$ cat src/rtl/pipeline_pkg.sv
// Shared pipeline definitions: default widths, load encodings, bubble values.
package pipeline_pkg;

    localparam int PL_DATA_W     = 32;
    localparam int PL_REG_ADDR_W = 5;

    typedef enum logic [2:0] {
        LD_WORD   = 3'b000,
        LD_BYTE_S = 3'b001,
        LD_BYTE_U = 3'b010,
        LD_HALF_S = 3'b011,
        LD_HALF_U = 3'b100
    } load_type_e;

    // Field values of an empty (reset or flushed) MEM/WB entry
    localparam logic       BUBBLE_VALID     = 1'b0;
    localparam logic       BUBBLE_REGWRITE  = 1'b0;
    localparam logic       BUBBLE_MEMTOREG  = 1'b0;
    localparam load_type_e BUBBLE_LOAD_TYPE = LD_WORD;

endpackage

$ cat src/rtl/load_extract.sv
// Load lane selection, sign/zero extension and misalignment detection.
module load_extract
    import pipeline_pkg::*;
#(
    parameter int DATA_W = PL_DATA_W
) (
    input  logic              valid,
    input  logic              memtoreg,
    input  load_type_e        load_type,
    input  logic [1:0]        addr_lo,
    input  logic [DATA_W-1:0] read_data,
    output logic [DATA_W-1:0] load_data,
    output logic              misaligned
);

    logic [7:0]  byte_lane;
    logic [15:0] half_lane;
    logic        is_byte;
    logic        is_half;
    logic        is_word;

    // Select the addressed lane and extend it to the datapath width
    always_comb begin
        byte_lane = read_data[7:0];
        case (addr_lo)
            2'd0: byte_lane = read_data[7:0];
            2'd1: byte_lane = read_data[15:8];
            2'd2: byte_lane = read_data[23:16];
            2'd3: byte_lane = read_data[31:24];
            default: byte_lane = read_data[7:0];
        endcase
        half_lane = addr_lo[1] ? read_data[31:16] : read_data[15:0];

        is_byte = (load_type == LD_BYTE_S) || (load_type == LD_BYTE_U);
        is_half = (load_type == LD_HALF_S) || (load_type == LD_HALF_U);
        is_word = !is_byte && !is_half;

        case (load_type)
            LD_BYTE_S: load_data = {{(DATA_W-8){byte_lane[7]}}, byte_lane};
            LD_BYTE_U: load_data = {{(DATA_W-8){1'b0}}, byte_lane};
            LD_HALF_S: load_data = {{(DATA_W-16){half_lane[15]}}, half_lane};
            LD_HALF_U: load_data = {{(DATA_W-16){1'b0}}, half_lane};
            default:   load_data = read_data;
        endcase

        misaligned = valid && memtoreg &&
                     ((is_half && addr_lo[0]) || (is_word && (addr_lo != 2'b00)));
    end

endmodule

$ cat src/rtl/writeback_stage.sv
// MEM/WB pipeline register, write-back select and retired-instruction counter.
module writeback_stage
    import pipeline_pkg::*;
#(
    parameter int DATA_W     = PL_DATA_W,
    parameter int REG_ADDR_W = PL_REG_ADDR_W,
    parameter int CNT_W      = 32
) (
    input  logic                  Clk,
    input  logic                  Rst,
    input  logic                  Stall,
    input  logic                  Flush,
    input  logic                  Valid_In,
    input  logic                  RegWrite_In,
    input  logic                  MemtoReg_In,
    input  logic [2:0]            LoadType_In,
    input  logic [DATA_W-1:0]     ALUResult_In,
    input  logic [DATA_W-1:0]     ReadData_In,
    input  logic [REG_ADDR_W-1:0] RegDestAddress_In,
    output logic                  Valid_Out,
    output logic                  RegWrite_Out,
    output logic [REG_ADDR_W-1:0] RegDestAddress_Out,
    output logic [DATA_W-1:0]     WriteBackData_Out,
    output logic                  Misaligned_Out,
    output logic [CNT_W-1:0]      Retired_Count
);

    logic                  valid_q,    valid_d;
    logic                  regwrite_q, regwrite_d;
    logic                  memtoreg_q, memtoreg_d;
    load_type_e            loadtype_q, loadtype_d;
    logic [DATA_W-1:0]     aluresult_q, aluresult_d;
    logic [DATA_W-1:0]     readdata_q, readdata_d;
    logic [REG_ADDR_W-1:0] dest_q,     dest_d;
    logic [CNT_W-1:0]      count_q,    count_d;

    logic [DATA_W-1:0]     load_data;
    logic                  misaligned;

    load_extract #(.DATA_W(DATA_W)) u_load_extract (
        .valid      (valid_q),
        .memtoreg   (memtoreg_q),
        .load_type  (loadtype_q),
        .addr_lo    (aluresult_q[1:0]),
        .read_data  (readdata_q),
        .load_data  (load_data),
        .misaligned (misaligned)
    );

    // Next entry by priority Flush > Stall > capture; count the entry leaving the register
    always_comb begin
        valid_d     = Valid_In;
        regwrite_d  = RegWrite_In;
        memtoreg_d  = MemtoReg_In;
        loadtype_d  = load_type_e'(LoadType_In);
        aluresult_d = ALUResult_In;
        readdata_d  = ReadData_In;
        dest_d      = RegDestAddress_In;
        if (Flush) begin
            valid_d     = BUBBLE_VALID;
            regwrite_d  = BUBBLE_REGWRITE;
            memtoreg_d  = BUBBLE_MEMTOREG;
            loadtype_d  = BUBBLE_LOAD_TYPE;
            aluresult_d = '0;
            readdata_d  = '0;
            dest_d      = '0;
        end else if (Stall) begin
            valid_d     = valid_q;
            regwrite_d  = regwrite_q;
            memtoreg_d  = memtoreg_q;
            loadtype_d  = loadtype_q;
            aluresult_d = aluresult_q;
            readdata_d  = readdata_q;
            dest_d      = dest_q;
        end

        // A stalled entry is still in place, so it is only counted once, when it leaves
        count_d = count_q;
        if (valid_q && (!Stall || Flush) && !misaligned)
            count_d = count_q + {{(CNT_W-1){1'b0}}, 1'b1};
    end

    // Register update; reset dominates flush, stall and counting
    always_ff @(posedge Clk) begin
        if (Rst) begin
            valid_q     <= BUBBLE_VALID;
            regwrite_q  <= BUBBLE_REGWRITE;
            memtoreg_q  <= BUBBLE_MEMTOREG;
            loadtype_q  <= BUBBLE_LOAD_TYPE;
            aluresult_q <= '0;
            readdata_q  <= '0;
            dest_q      <= '0;
            count_q     <= '0;
        end else begin
            valid_q     <= valid_d;
            regwrite_q  <= regwrite_d;
            memtoreg_q  <= memtoreg_d;
            loadtype_q  <= loadtype_d;
            aluresult_q <= aluresult_d;
            readdata_q  <= readdata_d;
            dest_q      <= dest_d;
            count_q     <= count_d;
        end
    end

    // Outputs depend only on registered fields; $zero and misaligned loads never write
    always_comb begin
        Valid_Out          = valid_q;
        RegDestAddress_Out = dest_q;
        Misaligned_Out     = misaligned;
        WriteBackData_Out  = memtoreg_q ? load_data : aluresult_q;
        RegWrite_Out       = valid_q && regwrite_q && (dest_q != '0) && !misaligned;
        Retired_Count      = count_q;
    end

endmodule

$ cat config.mk
export PLATFORM = sky130hd
export DESIGN_NAME = writeback_stage
export DESIGN_NICKNAME = d
export VERILOG_FILES = /design/src/rtl/pipeline_pkg.sv /design/src/rtl/load_extract.sv /design/src/rtl/writeback_stage.sv
export SDC_FILE = /design/constraint.sdc
export NUM_CORES = 1
export LEC_CHECK = 0
export BUFFER_PORTS_ARGS = -buffer_cell sky130_fd_sc_hd__buf_2
export CORE_ASPECT_RATIO = 1.75
export CORE_UTILIZATION = 50
export CTS_BUF_LIST = sky130_fd_sc_hd__clkbuf_8
export CTS_CLUSTER_DIAMETER = 30
export DETAILED_ROUTE_END_ITERATION = 7
export GPL_TIMING_DRIVEN = 0
export HOLD_SLACK_MARGIN = 0.1
export PLACE_DENSITY = 0.86
export REMOVE_ABC_BUFFERS = 1
export SYNTH_ARGS = -nofsm -noshare
export SYNTH_HDL_FRONTEND = slang
export SYNTH_SLANG_ARGS = --single-unit
$ cat constraint.sdc
create_clock -name Clk -period 2.3 [get_ports Clk]
set_input_delay 0.115 -clock Clk [delete_from_list [all_inputs] [get_ports Clk]]
set_output_delay 0.115 -clock Clk [all_outputs]
set_load 0.03 [all_outputs]
==> results.yml <==
job:
  maxCapViolCount: 0
critical_path:
  max_stage_delay_ns: 0.42
  crit_required_ns: 2.18
  ff2ff_setup_slack_ns: 0.06
  arrival_ns: 2.16
  crit_fanout: 10
  critPathCaptureType: "primary output"
  cp-start-kind: "register"
  path_cells: "or3b_4 -> a21boi_4 -> buf_6 -> a21oi_1 -> a31oi_1 -> buf_4"
  crit_type: "reg -> out"
  cp_slowest_cell: "or3b_4"
logic_synthesis:
  synth_area_um2: 5100
  synth_cells: 591
  yosys.area_share.simple: 0.212
  synth-compound-area-share: 0.123
  synthAdderAreaFrac: 0.00245
  synth_xor_area_frac: 0.0120
  ys_seq_area_frac: 0.420
  async_reset_ff_frac: 0
  yosys.area.top_type: "dfxtp_1"
  synth_edf_count: 0
  ys_types: 43
  yosysTopAreaCellShare: 0.420
  synthTopCellsByArea: "dfxtp_1 42%, mux2i_1 15%, nor2_1 9.0%"
  synth_seq_cells: 107
  yosysMostFrequentCell: "nor2_1"
  synth_commonest_cells: "122 x nor2_1, 107 x dfxtp_1, 79 x mux2i_1"
  synth_top_family_by_area: "simple AND/OR/NAND/NOR gates"
  yosysWarnings: 0
  synth.avg_cell_area_um2: 8.63
  ys.flop_type: "dfxtp_1"
  synthMuxAreaShare: 0.192
layout:
  antennaDiodeCount: 0
  layout-drive-gt1-share: 0.278
  num-nets-final: 892
  syn2layout_area_growth_pct: 41.9
  n_fill_cell: 605
  stdcell_count: 941
placement:
  io_buffers: 150
  dpl.cell_count: 827
  place_congestion: 0.804
  dp_hpwl_um: 9480
global_route:
  grt_use_total: 0.329
  grt_first_pass_wirelength_um: 27100
  grt_pass1_vias: 5729
  grt_overflow: 0
  grt_antenna_before_repair: 0
  grt_max_degree: 76
detailed_routing:
  viasPerCell: 6.15
  routed_wl_um: 18300
  drcViolationCount: 0
  drt_iter0_markers: 325
  via_count: 5785
  ant_nets: 0
  dr.pass1.iters: 5
  wl_per_cell_um: 19.4
clock_network:
  cts_tree: "built"
  clk-insertion-delay-late_ns: 0.37
  cts_root_buf: "clkbuf_8"
  ctsHtreeMaxLevel: 3
  clkTransAtPathRegs_ns: 0.11
  clockBufferDepth: 2
  cts_buffers: 9
  cts_num_sinks: 107
die:
  start_util: 0.515
  dieArea_um2: 10600
  die_h_um: 136
  rows: 48
  io_pins: 151
  core_area_um2: 9910
  die_w_um: 78.4
pwr:
  leakage_nw: 3.13
  cellPowerDensity_nw_per_um2: 519
  finalPower_w: 0.00376
  ir_drop_v: 0.000477
sta:
  fmax_mhz: 440
  max-slew-margin-rel: 0.427
  fin_worst_skew_ns: 0.0264
  rsz0062_at_grt: "true"
  fin_crit_sh: 0.989
  final_hold_viol_count: 0
  min_period_ns: 2.27
  final-setup-viol-count: 0
  slew_viol_final: 0
  tightest_slew_ns: 0.860
hold_path:
  hold_class: "in -> reg"
outcome:
  status: "finished clean"
## where the power goes
part / internal (W) / switching (W)
registers: 0.00189 / 0.0000553
clock network: 0.000501 / 0.000658
logic: 0.000305 / 0.000344
## critical path: cells and delay by family, from the launching register on
family	cells	cell delay [ns]
buffers and inverters	2	0.41
AO/OA/AOI/OAI	3	0.56
AND/OR/NAND/NOR	1	0.42
flip-flops	1	0.39
## logic make-up after synthesis
group                      Yosys count
and+or+nand+nor                    232
AOI/OAI and AO/OA                  109
DFF                                107
muxes                               89
buffers and inverters               46
xor gates and xnor gates             7
adders and majority gates            1
## sequential cells by signal, indices dropped and copies added, names as in the netlist
register and flops:
RegDestAddress_Out 5, Retired_Count 32, Valid_Out 1, aluresult_q 32, loadtype_q 3, memtoreg_q 1, readdata_q 32, regwrite_q 1
## worst paths after layout
kind / from / to / depth (start not counted)
hold reg to reg: Retired_Count[31] / Retired_Count[31] / 2
setup / recovery: loadtype_q[1] / WriteBackData_Out[1] / 6
hold / removal: Stall / readdata_q[12] / 3
setup reg to reg: loadtype_q[1] / Retired_Count[17] / 5
## final cells by class
type | count | area [um^2] | area share
timing repair buffer | 248 | 1780 | 0.246
clock buffer | 9 | 124 | 0.0171
inverter | 6 | 22.5 | 0.00311
multi-input combinational | 440 | 2930 | 0.405
tap | 125 | 156 | 0.0216
sequential | 107 | 2160 | 0.299
clock inverter | 6 | 65.1 | 0.00898
## through the flow
step                      hold WS (ns)  area, um^2  setup slack (ns)  utilization  setup TNS [ns]
after floorplan                  0.184        4930            -0.205            -           -3.58
final                            0.231        7240            0.0264        0.731               0
after global routing             0.209        7240           -0.0391        0.731          -0.125
after CTS                        0.200        7020           -0.0295        0.709          -0.165
after global placement           0.343        5840            -0.990        0.589          -44.16
after detailed placement         0.350        5870            -0.714        0.592          -29.21
## layout by cell type (no fill, tap or decap), types with 2 or more instances in the layout
cell type	n
nor2_1	122
o21ai_2	2
nand2b_1	3
o211ai_1	3
mux2_2	3
nor2b_1	11
buf_12	4
clkbuf_8	9
clkinv_2	2
mux4_2	7
and3_1	3
xnor2_1	3
nand2_1	34
dfxtp_4	5
nand4_1	11
o31ai_1	6
a21oi_1	53
or3_1	15
o21ai_1	2
a21boi_4	3
a31oi_1	8
o21ai_0	17
buf_2	137
mux2i_1	77
dfxtp_1	101
buf_4	30
and4_1	3
or4_1	9
dlygate4sd3_1	75
nand3_1	9
inv_1	6
and2_1	2
a211o_2	2
xor2_1	2
nor3_2	2
a22oi_1	6
## layer usage
| metal | routed length [um] | up-vias | global-route usage |
|---|---|---|---|
| li1 | - | 2528 | - |
| met1 | 6070 | 2674 | 0.331 |
| met3 | 1690 | 140 | 0.0842 |
| met4 | 1240 | 0 | 0.228 |
| met2 | 9270 | 443 | 0.583 |
| met5 | 0 | - | 0 |
## timing repair
action / 4_1_cts / 5_1_grt
gates cloned: 0 / 2
gates resized for setup: 36 / 20
hold buffers: 75 / 0
setup endpoints to repair: 61 / 46
endpoints found under the hold margin: 75 / 0
setup buffers: 7 / 15
pin swaps: 5 / 7
(Power assumes the default switching activity.)
